### src/rtl/controlador_jogo_pkg.sv
// Shared codes for the battleship sequencer: state encoding, mode switch values
// and LED-matrix geometry.
package controlador_jogo_pkg;

    typedef enum logic [2:0] {
        DESLIGADO  = 3'd0,
        PREPARACAO = 3'd1,
        PRONTO     = 3'd2,
        ATAQUE     = 3'd3,
        AGUARDA    = 3'd4,
        FIM        = 3'd5
    } estado_t;

    localparam logic [1:0] MODO_DESL = 2'b00;
    localparam logic [1:0] MODO_PREP = 2'b01;
    localparam logic [1:0] MODO_ATQ  = 2'b10;

    localparam int NUM_COLUNAS = 5;
    localparam int NUM_LINHAS  = 7;
    localparam int NUM_CELULAS = NUM_COLUNAS * NUM_LINHAS;

    // Both 00 and 11 switch the game off.
    function automatic logic modo_desligado(input logic [1:0] modo);
        return (modo == MODO_DESL) || (modo == 2'b11);
    endfunction

endpackage

### src/rtl/controlador_jogo_if.sv
// Handshake between the sequencer and the map selector / attack manager.
interface controlador_jogo_if;

    logic       confirmar_mapa;
    logic       confirmar_ataque;
    logic       mapa_travado;
    logic [5:0] total_alvos;
    logic       resultado_valido;
    logic       acerto;
    logic       repetido;

    modport master (
        output confirmar_mapa,
        output confirmar_ataque,
        output mapa_travado,
        input  total_alvos,
        input  resultado_valido,
        input  acerto,
        input  repetido
    );

    modport slave (
        input  confirmar_mapa,
        input  confirmar_ataque,
        input  mapa_travado,
        output total_alvos,
        output resultado_valido,
        output acerto,
        output repetido
    );

endinterface

### src/rtl/debounce_botao.sv
// Confirm button conditioning: 2-flop synchronizer, down-counting debouncer and
// a one-cycle pulse on the accepted press (high-to-low) transition.
module debounce_botao #(
    parameter int DEBOUNCE_CICLOS = 8
) (
    input  logic clock,
    input  logic reset_n,
    input  logic btn_n,
    output logic pressionado
);

    localparam int CW = $clog2(DEBOUNCE_CICLOS + 1);
    localparam logic [CW-1:0] CARGA = CW'(DEBOUNCE_CICLOS - 1);

    logic          sinc_1;
    logic          sinc_2;
    logic          nivel_aceito;
    logic [CW-1:0] contador;

    // Any sample equal to the accepted level restarts the count, so a bounce
    // never accumulates towards acceptance.
    always_ff @(posedge clock) begin
        if (!reset_n) begin
            sinc_1       <= 1'b1;
            sinc_2       <= 1'b1;
            nivel_aceito <= 1'b1;
            contador     <= CARGA;
            pressionado  <= 1'b0;
        end else begin
            sinc_1      <= btn_n;
            sinc_2      <= sinc_1;
            pressionado <= 1'b0;
            if (sinc_2 == nivel_aceito) begin
                contador <= CARGA;
            end else if (contador == '0) begin
                nivel_aceito <= sinc_2;
                contador     <= CARGA;
                pressionado  <= ~sinc_2;
            end else begin
                contador <= contador - 1'b1;
            end
        end
    end

endmodule

### src/rtl/controlador_jogo.sv
// Battleship game sequencer: mode/button decoding, attack handshake, shot and
// hit counting, victory/defeat decision.
//
// state      | meaning
// DESLIGADO  | game off, all game registers cleared, matrix dark
// PREPARACAO | map editing; press locks the map (also pause state)
// PRONTO     | map locked, waiting for attack mode
// ATAQUE     | waiting for a press to fire a shot
// AGUARDA    | shot issued, waiting for the attack manager's result
// FIM        | game over, vitoria/derrota held until switched off
module controlador_jogo
    import controlador_jogo_pkg::*;
#(
    parameter int DEBOUNCE_CICLOS = 8,
    parameter int MAX_TENTATIVAS  = 20
) (
    input  logic                      clock,
    input  logic                      reset_n,
    input  logic [1:0]                modo,
    input  logic                      btn_confirmar_n,
    controlador_jogo_if.master        atq,
    output logic [2:0]                estado,
    output logic                      ligar_matriz,
    output logic [4:0]                tentativas_restantes,
    output logic [5:0]                acertos,
    output logic                      vitoria,
    output logic                      derrota
);

    localparam logic [4:0] TENT_CARGA = 5'(MAX_TENTATIVAS);
    localparam logic [5:0] ACERTOS_MAX = 6'(NUM_CELULAS);

    logic       pressionado;
    estado_t    estado_q, estado_d;
    logic [4:0] tent_q, tent_d, tent_pos;
    logic [5:0] acertos_q, acertos_d, acertos_pos;
    logic       vitoria_q, vitoria_d;
    logic       derrota_q, derrota_d;
    logic       travado_q, travado_d;
    logic       conf_mapa, conf_ataque;

    debounce_botao #(.DEBOUNCE_CICLOS(DEBOUNCE_CICLOS)) u_debounce (
        .clock       (clock),
        .reset_n     (reset_n),
        .btn_n       (btn_confirmar_n),
        .pressionado (pressionado)
    );

    always_ff @(posedge clock) begin
        if (!reset_n) begin
            estado_q  <= DESLIGADO;
            tent_q    <= TENT_CARGA;
            acertos_q <= '0;
            vitoria_q <= 1'b0;
            derrota_q <= 1'b0;
            travado_q <= 1'b0;
        end else begin
            estado_q  <= estado_d;
            tent_q    <= tent_d;
            acertos_q <= acertos_d;
            vitoria_q <= vitoria_d;
            derrota_q <= derrota_d;
            travado_q <= travado_d;
        end
    end

    always_comb begin
        estado_d    = estado_q;
        tent_d      = tent_q;
        acertos_d   = acertos_q;
        vitoria_d   = vitoria_q;
        derrota_d   = derrota_q;
        travado_d   = travado_q;
        tent_pos    = tent_q;
        acertos_pos = acertos_q;
        conf_mapa   = 1'b0;
        conf_ataque = 1'b0;

        if (modo_desligado(modo)) begin
            estado_d = DESLIGADO;
        end else begin
            case (estado_q)
                DESLIGADO: begin
                    if (modo == MODO_PREP) estado_d = PREPARACAO;
                end
                PREPARACAO: begin
                    // With the map already locked this is a pause: attack
                    // mode resumes without reloading the counters.
                    if (modo == MODO_PREP && pressionado && !travado_q) begin
                        conf_mapa = 1'b1;
                        travado_d = 1'b1;
                        estado_d  = PRONTO;
                    end else if (modo == MODO_ATQ && travado_q) begin
                        estado_d = ATAQUE;
                    end
                end
                PRONTO: begin
                    if (modo == MODO_ATQ) begin
                        tent_d    = TENT_CARGA;
                        acertos_d = '0;
                        if (atq.total_alvos == '0) begin
                            vitoria_d = 1'b1;
                            estado_d  = FIM;
                        end else begin
                            estado_d = ATAQUE;
                        end
                    end
                end
                ATAQUE: begin
                    if (modo == MODO_PREP) begin
                        estado_d = PREPARACAO;
                    end else if (pressionado) begin
                        conf_ataque = 1'b1;
                        estado_d    = AGUARDA;
                    end
                end
                AGUARDA: begin
                    if (modo == MODO_PREP) begin
                        estado_d = PREPARACAO;
                    end else if (atq.resultado_valido) begin
                        if (atq.repetido) begin
                            estado_d = ATAQUE;
                        end else begin
                            tent_pos    = (tent_q != '0) ? tent_q - 1'b1 : tent_q;
                            acertos_pos = (atq.acerto && acertos_q < ACERTOS_MAX) ?
                                          acertos_q + 1'b1 : acertos_q;
                            tent_d      = tent_pos;
                            acertos_d   = acertos_pos;
                            if (acertos_pos == atq.total_alvos) begin
                                vitoria_d = 1'b1;
                                estado_d  = FIM;
                            end else if (tent_pos == '0) begin
                                derrota_d = 1'b1;
                                estado_d  = FIM;
                            end else begin
                                estado_d = ATAQUE;
                            end
                        end
                    end
                end
                FIM: begin
                end
                default: estado_d = DESLIGADO;
            endcase
        end

        if (estado_d == DESLIGADO) begin
            tent_d    = TENT_CARGA;
            acertos_d = '0;
            vitoria_d = 1'b0;
            derrota_d = 1'b0;
            travado_d = 1'b0;
        end
    end

    assign estado               = estado_q;
    assign ligar_matriz         = estado_q inside {PREPARACAO, PRONTO, ATAQUE, AGUARDA, FIM};
    assign tentativas_restantes = tent_q;
    assign acertos              = acertos_q;
    assign vitoria              = vitoria_q;
    assign derrota              = derrota_q;
    assign atq.confirmar_mapa   = conf_mapa;
    assign atq.confirmar_ataque = conf_ataque;
    assign atq.mapa_travado     = travado_q;

endmodule

### src/flat_wrapper.sv
// flat-port wrapper written by rule: the top's interface ports become plain ports
module controlador_jogo_flat import controlador_jogo_pkg::*;
#(
    parameter int DEBOUNCE_CICLOS = 8,
    parameter int MAX_TENTATIVAS  = 20
)
  (clock, reset_n, modo, btn_confirmar_n, estado, ligar_matriz, tentativas_restantes, acertos, vitoria, derrota, atq_confirmar_mapa, atq_confirmar_ataque, atq_mapa_travado, atq_total_alvos, atq_resultado_valido, atq_acerto, atq_repetido);
  controlador_jogo_if atq_i ();
  input  logic clock;
  input  logic reset_n;
  input  logic [1:0] modo;
  input  logic btn_confirmar_n;
  output logic [2:0] estado;
  output logic ligar_matriz;
  output logic [4:0] tentativas_restantes;
  output logic [5:0] acertos;
  output logic vitoria;
  output logic derrota;
  output wire logic [$bits(atq_i.confirmar_mapa)-1:0] atq_confirmar_mapa;
  output wire logic [$bits(atq_i.confirmar_ataque)-1:0] atq_confirmar_ataque;
  output wire logic [$bits(atq_i.mapa_travado)-1:0] atq_mapa_travado;
  input wire logic [$bits(atq_i.total_alvos)-1:0] atq_total_alvos;
  input wire logic [$bits(atq_i.resultado_valido)-1:0] atq_resultado_valido;
  input wire logic [$bits(atq_i.acerto)-1:0] atq_acerto;
  input wire logic [$bits(atq_i.repetido)-1:0] atq_repetido;
  assign atq_confirmar_mapa = atq_i.confirmar_mapa;
  assign atq_confirmar_ataque = atq_i.confirmar_ataque;
  assign atq_mapa_travado = atq_i.mapa_travado;
  assign atq_i.total_alvos = atq_total_alvos;
  assign atq_i.resultado_valido = atq_resultado_valido;
  assign atq_i.acerto = atq_acerto;
  assign atq_i.repetido = atq_repetido;
  controlador_jogo #(.DEBOUNCE_CICLOS(DEBOUNCE_CICLOS), .MAX_TENTATIVAS(MAX_TENTATIVAS)) u_core (.clock(clock), .reset_n(reset_n), .modo(modo), .btn_confirmar_n(btn_confirmar_n), .atq(atq_i), .estado(estado), .ligar_matriz(ligar_matriz), .tentativas_restantes(tentativas_restantes), .acertos(acertos), .vitoria(vitoria), .derrota(derrota));
endmodule
### config.mk
export PLATFORM = sky130hd
export DESIGN_NAME = controlador_jogo_flat
export DESIGN_NICKNAME = d
export VERILOG_FILES = /design/src/rtl/controlador_jogo_pkg.sv /design/src/rtl/controlador_jogo_if.sv /design/src/rtl/debounce_botao.sv /design/src/rtl/controlador_jogo.sv /design/src/flat_wrapper.sv
export SDC_FILE = /design/constraint.sdc
export NUM_CORES = 1
export LEC_CHECK = 0
export CAP_MARGIN = 15
export CORE_ASPECT_RATIO = 1.2
export CORE_MARGIN = 2
export CORE_UTILIZATION = 50
export CTS_CLUSTER_SIZE = 14
export DETAILED_ROUTE_END_ITERATION = 6
export HOLD_SLACK_MARGIN = 0.02
export PLACE_DENSITY = 0.79
export SYNTH_ARGS = -nofsm -noshare
export SYNTH_HDL_FRONTEND = slang
export SYNTH_HIERARCHICAL = 1
export SYNTH_SLANG_ARGS = --single-unit
export TNS_END_PERCENT = 30
### constraint.sdc
create_clock -name clock -period 2.6 [get_ports clock]
set_clock_uncertainty 0.05 [all_clocks]
set_input_delay 0.65 -clock clock [delete_from_list [all_inputs] [get_ports clock]]
set_output_delay 0.65 -clock clock [all_outputs]
set_load 0.01 [all_outputs]
==> results of run 1 <==
[repair_timing]
item	in CTS	in global routing
setup buffers	6	0
pin swaps	1	1
gates resized for setup	21	9
setup endpoints to repair	13	14
hold buffers	0	0
[Yosys cell counts (2+ instances only)]
library cell and number:
dfxtp_1 25, nor2_1 19, a21oi_1 13, nand2_1 11, inv_1 10, o21ai_0 10, xnor2_1 8, nand2b_1 7
nor3_1 7, ha_1 5, nand3_1 4, nand3b_1 4, nor2b_1 4, nor4_1 4, xor2_1 4, nand4_1 3
a21o_1 2, a221o_1 2, a2bb2oi_1 2, a31oi_1 2, buf_6 2, nand3_2 2, or4_1 2
[final cells by class]
type | instances | share of cell area, %
Inverter | 10 | 1.62
Tap cell | 36 | 1.94
Multi-Input combinational cell | 144 | 46.8
Sequential cell | 25 | 21.7
Timing Repair Buffer | 72 | 26.9
Clock buffer | 4 | 1.13
[report_power, final]
part           switching [uW]  internal, uW
sequential               1.78           386
clock                     116          60.1
combinational            52.3          59.0
[cells by family (layout without fill, tap and decap cells)]
| logic type | Yosys count | in the layout | synth area share [%] |
|---|---|---|---|
| AOI/OAI and AO/OA | 46 | 46 | 21.0 |
| xor gates and xnor gates | 12 | 12 | 6.66 |
| adders and majority gates | 5 | 5 | 3.97 |
| buffers and inverters | 15 | 86 | 4.84 |
| DFF | 25 | 25 | 31.7 |
| muxes | 1 | 1 | 0.714 |
| and+or+nand+nor | 80 | 80 | 31.1 |
[stage by stage]
step / worst slack (ps) / cells / total power (uW) / hold WS (ps) / util [%]
6_report: 151 / 291 / 675 / 389 / 76.5
5_1_grt: 64.8 / 291 / 705 / 409 / 76.5
3_3_place_gp: -528 / 281 / 488 / 349 / 71.4
2_1_floorplan: 260 / 184 / 434 / 336 / -
4_1_cts: -72.1 / 291 / 671 / 394 / 75.1
3_5_place_dp: -558 / 281 / 492 / 358 / 71.4
[worst max-delay path: cells and delay by family]
family	cells	cell delay (ps)
AO/OA/AOI/OAI	2	660
buffers and inverters	1	560
AND/OR/NAND/NOR	3	520
XOR/XNOR	1	230
[worst min-delay path by stage]
| stage | from | to | depth (start not counted) |
|---|---|---|---|
| after floorplan | u_core/u_debounce/sinc_1 | u_core/u_debounce/sinc_2 | 1 |
| after global placement | u_core/u_debounce/sinc_1 | u_core/u_debounce/sinc_2 | 1 |
| after detailed placement | u_core/u_debounce/sinc_1 | u_core/u_debounce/sinc_2 | 1 |
| after CTS | u_core/u_debounce/sinc_1 | u_core/u_debounce/sinc_2 | 1 |
| after global routing | u_core/u_debounce/sinc_1 | u_core/u_debounce/sinc_2 | 1 |
| final | u_core/u_debounce/sinc_1 | u_core/u_debounce/sinc_2 | 1 |
[sequential cells by signal, indices dropped and copies added, names as in the netlist]
register,flops
u_core/u_debounce/nivel_aceito,1
u_core/vitoria,1
u_core/derrota,1
u_core/tentativas_restantes,5
u_core/u_debounce/sinc_1,1
u_core/u_debounce/contador,4
u_core/u_debounce/sinc_2,1
u_core/u_debounce/pressionado,1
u_core/acertos,6
u_core/atq.mapa_travado,1
u_core/estado,3
[per-layer routing]
| metal | vias to the layer above | part of all wire [%] |
|---|---|---|
| met3 | 14 | 5.2 |
| met4 | 0 | 1.9 |
| met5 | - | 0 |
| met2 | 64 | 54 |
| met1 | 838 | 38 |
| li1 | 811 | - |
==> impl_metrics.toml, run 1 <==
[setup_path]
slowest_delay_ps = 600
crit_chain = "clkdlybuf4s50_1 > nand4_2 > xnor2_1 > nand3_2 > a2111oi_2 > or4_1 > a21oi_1"
ff2ff_path_depth = 7
r2r_slack_ps = 310
required_ps = 2780
crit_path_top_delay_cell = "a2111oi_2"
cp_max_fo = 4
reg2reg_to = "u_core/derrota"
crit_path_end_kind = "register"
crit_path_end = "u_core/derrota"
critical_path_class = "in -> reg"
critPathLaunch = "atq_acerto"
arrival_ps = 2630
r2r_start = "u_core/acertos[0]"
cp-start-kind = "input port"

[timing]
finalSetupViolCount = 0
max_freq_ghz = 0.408
drv_slew = 0
final.setup.tns_ps = 0
hold_viol = 0
worst_slew_pin_slew_ps = 575
relSlewSlack_pct = 61.6
fin_crit_ps = 2450
grt_setup_unrepaired = "no"
period_share_pct = 94.2

[detailed_routing]
wirelength_mm = 4.69
wire_per_inst_um = 16.1
vias = 1727
drtIter0Drc = 88
ant_nets = 0
dr.pass1.iters = 4
drc = 0
vias_per_cell = 5.93

[place]
gp_congestion = 0.964
dp_hpwl_mm = 3.39
io_buffers = 33
placed_area_sq_um = 2160

[cells_and_area]
multi_input_area_sq_um = 1080
area_growth_pct = 46.8
n_fill_cell = 210
final_common_cell = "buf_4"
final_cell_mix = "38 x buf_4, 29 x clkdlybuf4s50_1, 24 x dfxtp_1"
layout-drive-gt1-share_pct = 28.2
seq_area_sq_um = 502
n_antenna_cell = 0
finalNetCount = 275
final_area_sq_um = 2320

[global_route]
use_met2_pct = 51.2
grt_pass1_wl_mm = 7.85
grt_antenna_before_repair = 0
busiest_layer = "met2"
overflow = 0
gr-usage-met1_pct = 28.8
grt_use_met3_pct = 4.53
grt_max_degree = 14
grt_pass1_vias = 1723
grtUsageTotal_pct = 27.1

[synth]
ys_warn_count = 6
synth_seq_cells = 25
synthArstFlopShare_pct = 0
syn_inst = 184
yosysSeqAreaShare_pct = 31.7
yosys-top-cells-area = "dfxtp_1 32%, nor2_1 4.5%, xnor2_1 4.4%"
netlist-cell-type-count = 55
synth_nets = 203
synth_edf_count = 0
avgSynthCellArea_sq_um = 8.57
syn_area_sq_um = 1580
yosysTopAreaCell = "dfxtp_1"
yosysTopAreaCellShare_pct = 31.7
synth-main-ff-cell = "dfxtp_1"

[run]
cap_violations = 0

[floorplan]
core_sq_um = 3030
fp.dieH_um = 65.5
die_width_um = 55.3
rows = 22
io_pins = 34
die-area_sq_um = 3620
initial_core_util_pct = 52.1

[clock_tree]
cts-htree-levels = 1
cts.sinks = 25
cts_root_buf = "clkbuf_4"
cts_tree = "yes"
clk_pin_slew_worst_paths_ps = 140
clk_latency_ps = 320
cts_max_path_buffers = 2
cts_buffers = 3

[power_and_ir_drop]
p_leak_uw = 0.000910
peakVddDrop_uv = 304
power_density_nw_per_um2 = 292

[run_status]
status = "finished, final reports clean"

[min_path]
hold_path.class = "reg -> reg"
Power figures use the tool's default switching activity.
==> inputs of run 2 (changes only) <==
--- a/config.mk
+++ b/config.mk
@@ -11,6 +11,7 @@
 export CORE_UTILIZATION = 50
 export CTS_CLUSTER_SIZE = 14
 export DETAILED_ROUTE_END_ITERATION = 6
+export GPL_TIMING_DRIVEN = 0
 export HOLD_SLACK_MARGIN = 0.02
 export PLACE_DENSITY = 0.79
 export SYNTH_ARGS = -nofsm -noshare
==> run 2 against run 1 <==
  * Via count fell by 11%
  * Final cell count is 12% lower
  * Design area fell by 12%
  * Critical path depth increased by 2
  * Combinational power decreased by 22%
  * Non-clock buffer count down 34
  * Worst setup slack lost 12 ps
  * Largest power group unchanged
  * Highest routed layer unchanged
==> impl_metrics.toml, run 2 (same netlist as run 1, synthesis figures left out) <==
[timing]
relSlewSlack_pct = 66.5
fin_crit_ps = 2460
grt_setup_unrepaired = "no"
drv_slew = 0
period_share_pct = 94.7
finalSetupViolCount = 0
max_freq_ghz = 0.406
worst_slew_pin_slew_ps = 489
hold_viol = 0

[detailed_routing]
ant_nets = 0
wire_per_inst_um = 15.6
wirelength_mm = 4.01
vias = 1537
drtIter0Drc = 60
dr.pass1.iters = 4
drc = 0
vias_per_cell = 5.98

[clock_tree]
cts_root_buf = "clkbuf_4"
cts_max_path_buffers = 2
cts_buffers = 3
cts_tree = "yes"
cts.sinks = 25
clk_pin_slew_worst_paths_ps = 150
clk_latency_ps = 320
cts_hold_buf = 0
cts-htree-levels = 1

[global_route]
grt_max_degree = 17
grt_antenna_before_repair = 0
grt_pass1_wl_mm = 7.01
grtUsageTotal_pct = 23.4
overflow = 0
grt_pass1_vias = 1562

[power_and_ir_drop]
combPwrFrac_pct = 13.1
p_int_uw = 491
switching_power_uw = 170
swShare_pct = 25.7
p_leak_uw = 0.000723
clkPwrFrac_pct = 28.3
p_seq_share_pct = 58.6
peakVddDrop_uv = 252
power_density_nw_per_um2 = 325

[setup_path]
crit_path_end_kind = "register"
r2r_start = "u_core/acertos[0]"
required_ps = 2770
cp_num_buf_inv = 3
r2r_slack_ps = 300
crit_chain = "dlygate4sd2_1 > inv_1 > ha_4 > nand2b_1 > a2111oi_0 > a41o_1 > nor4_4 > buf_6 > a21oi_1"
cp-start-kind = "input port"
crit_path_top_delay_cell = "nor4_4"
slowest_delay_ps = 430
cp_max_fo = 10
reg2reg_to = "u_core/derrota"
critical_path_class = "in -> reg"
crit_family = "simple AND/OR/NAND/NOR gates"
arrival_ps = 2640
ff2ff_path_depth = 7

[cells_and_area]
stdcell_count = 257
finalNetCount = 241
final_cell_mix = "29 x clkdlybuf4s50_1, 25 x dfxtp_1, 19 x nor2_1"
layout-drive-gt1-share_pct = 14.0
area_growth_pct = 28.7
n_antenna_cell = 0
final_util_pct = 67.1
final_common_cell = "clkdlybuf4s50_1"
largest_register_ffs = 6

[place]
dp.cells = 253
dp_hpwl_mm = 2.93
gp_congestion = 0.928
io_buffers = 33

[min_path]
hold_depth = 1
hold_path_end = "u_core/u_debounce/sinc_2"
hold_path.class = "reg -> reg"
worstHoldStart = "u_core/u_debounce/sinc_1"

[floorplan]
die_width_um = 55.3
rows = 22
fp.dieH_um = 65.5
initial_core_util_pct = 52.1
die-area_sq_um = 3620
core_sq_um = 3030
io_pins = 34

[run_status]
status = "finished, final reports clean"

[run]
cap_violations = 0
run 2: cell types whose count changed in the layout (fill, tap and decap cells not counted), sizes merged:
cell          before  now
dlygate4sd2        0    2
inv               10   11
dlymetal6s2s       2    0
buf               41    6
run 2: final cells by class:
cell class / instances / area (sq um)
repair buffers: 33 / 318
plain buffers: 5 / 42.5
multi-input cells: 144 / 1060
inverters: 10 / 37.5
fillers: 264 / 997
well taps: 36 / 45.0
clock inverters: 1 / 8.76
clock buffers: 3 / 22.5
flip-flops and latches: 25 / 500
run 2: metrics by stage:
stage               total power, uW  setup TNS, ps  hold WS, ps  setup slack (ps)  area, sq um
detailed placement              473          -9080          348              -747         1950
finish                          661              0          387               139         2030
global placement                471          -8190          351              -682         1950
CTS                             667              0          388               105         2020
global route                    692              0          406              18.4         2030
floorplan                       434              0          336               260         1580
run 2: worst max-delay path by stage:
stage	startpoint	end	slack, ps	cells past startpoint
detailed placement	modo[0]	atq_confirmar_mapa	-750	5
finish	modo[0]	u_core/tentativas_restantes[3]	140	9
floorplan	modo[0]	u_core/acertos[1]	260	8
CTS	atq_total_alvos[1]	u_core/acertos[0]	100	7
global route	modo[0]	u_core/acertos[0]	20	9
global placement	modo[0]	atq_confirmar_mapa	-680	5
run 2: layer usage:
metal	part of all wire (%)	routed length (um)	track usage [%]	vias to the layer above
li1	-	-	-	744
met2	51	2030	42.4	55
met1	41	1650	26.4	730
met5	0	0	0	-
met3	5.9	235	3.94	8
met4	2.5	102	11.9	0
run 2: power by group through the flow:
stage	Combinational [uW]	Sequential [uW]	Clock, uW
2_1_floorplan	38.4	396	0
3_3_place_gp	75.7	396	0
3_5_place_dp	76.8	396	0
4_1_cts	85.3	388	194
5_1_grt	93.1	388	211
6_report	86.6	388	187
run 2: what timing repair did:
item | CTS | global route
pin swaps | 1 | 0
gates cloned | 0 | 0
gates resized for setup | 19 | 1
buffers inserted | 0 | 0
endpoints found under the setup margin | 14 | 10
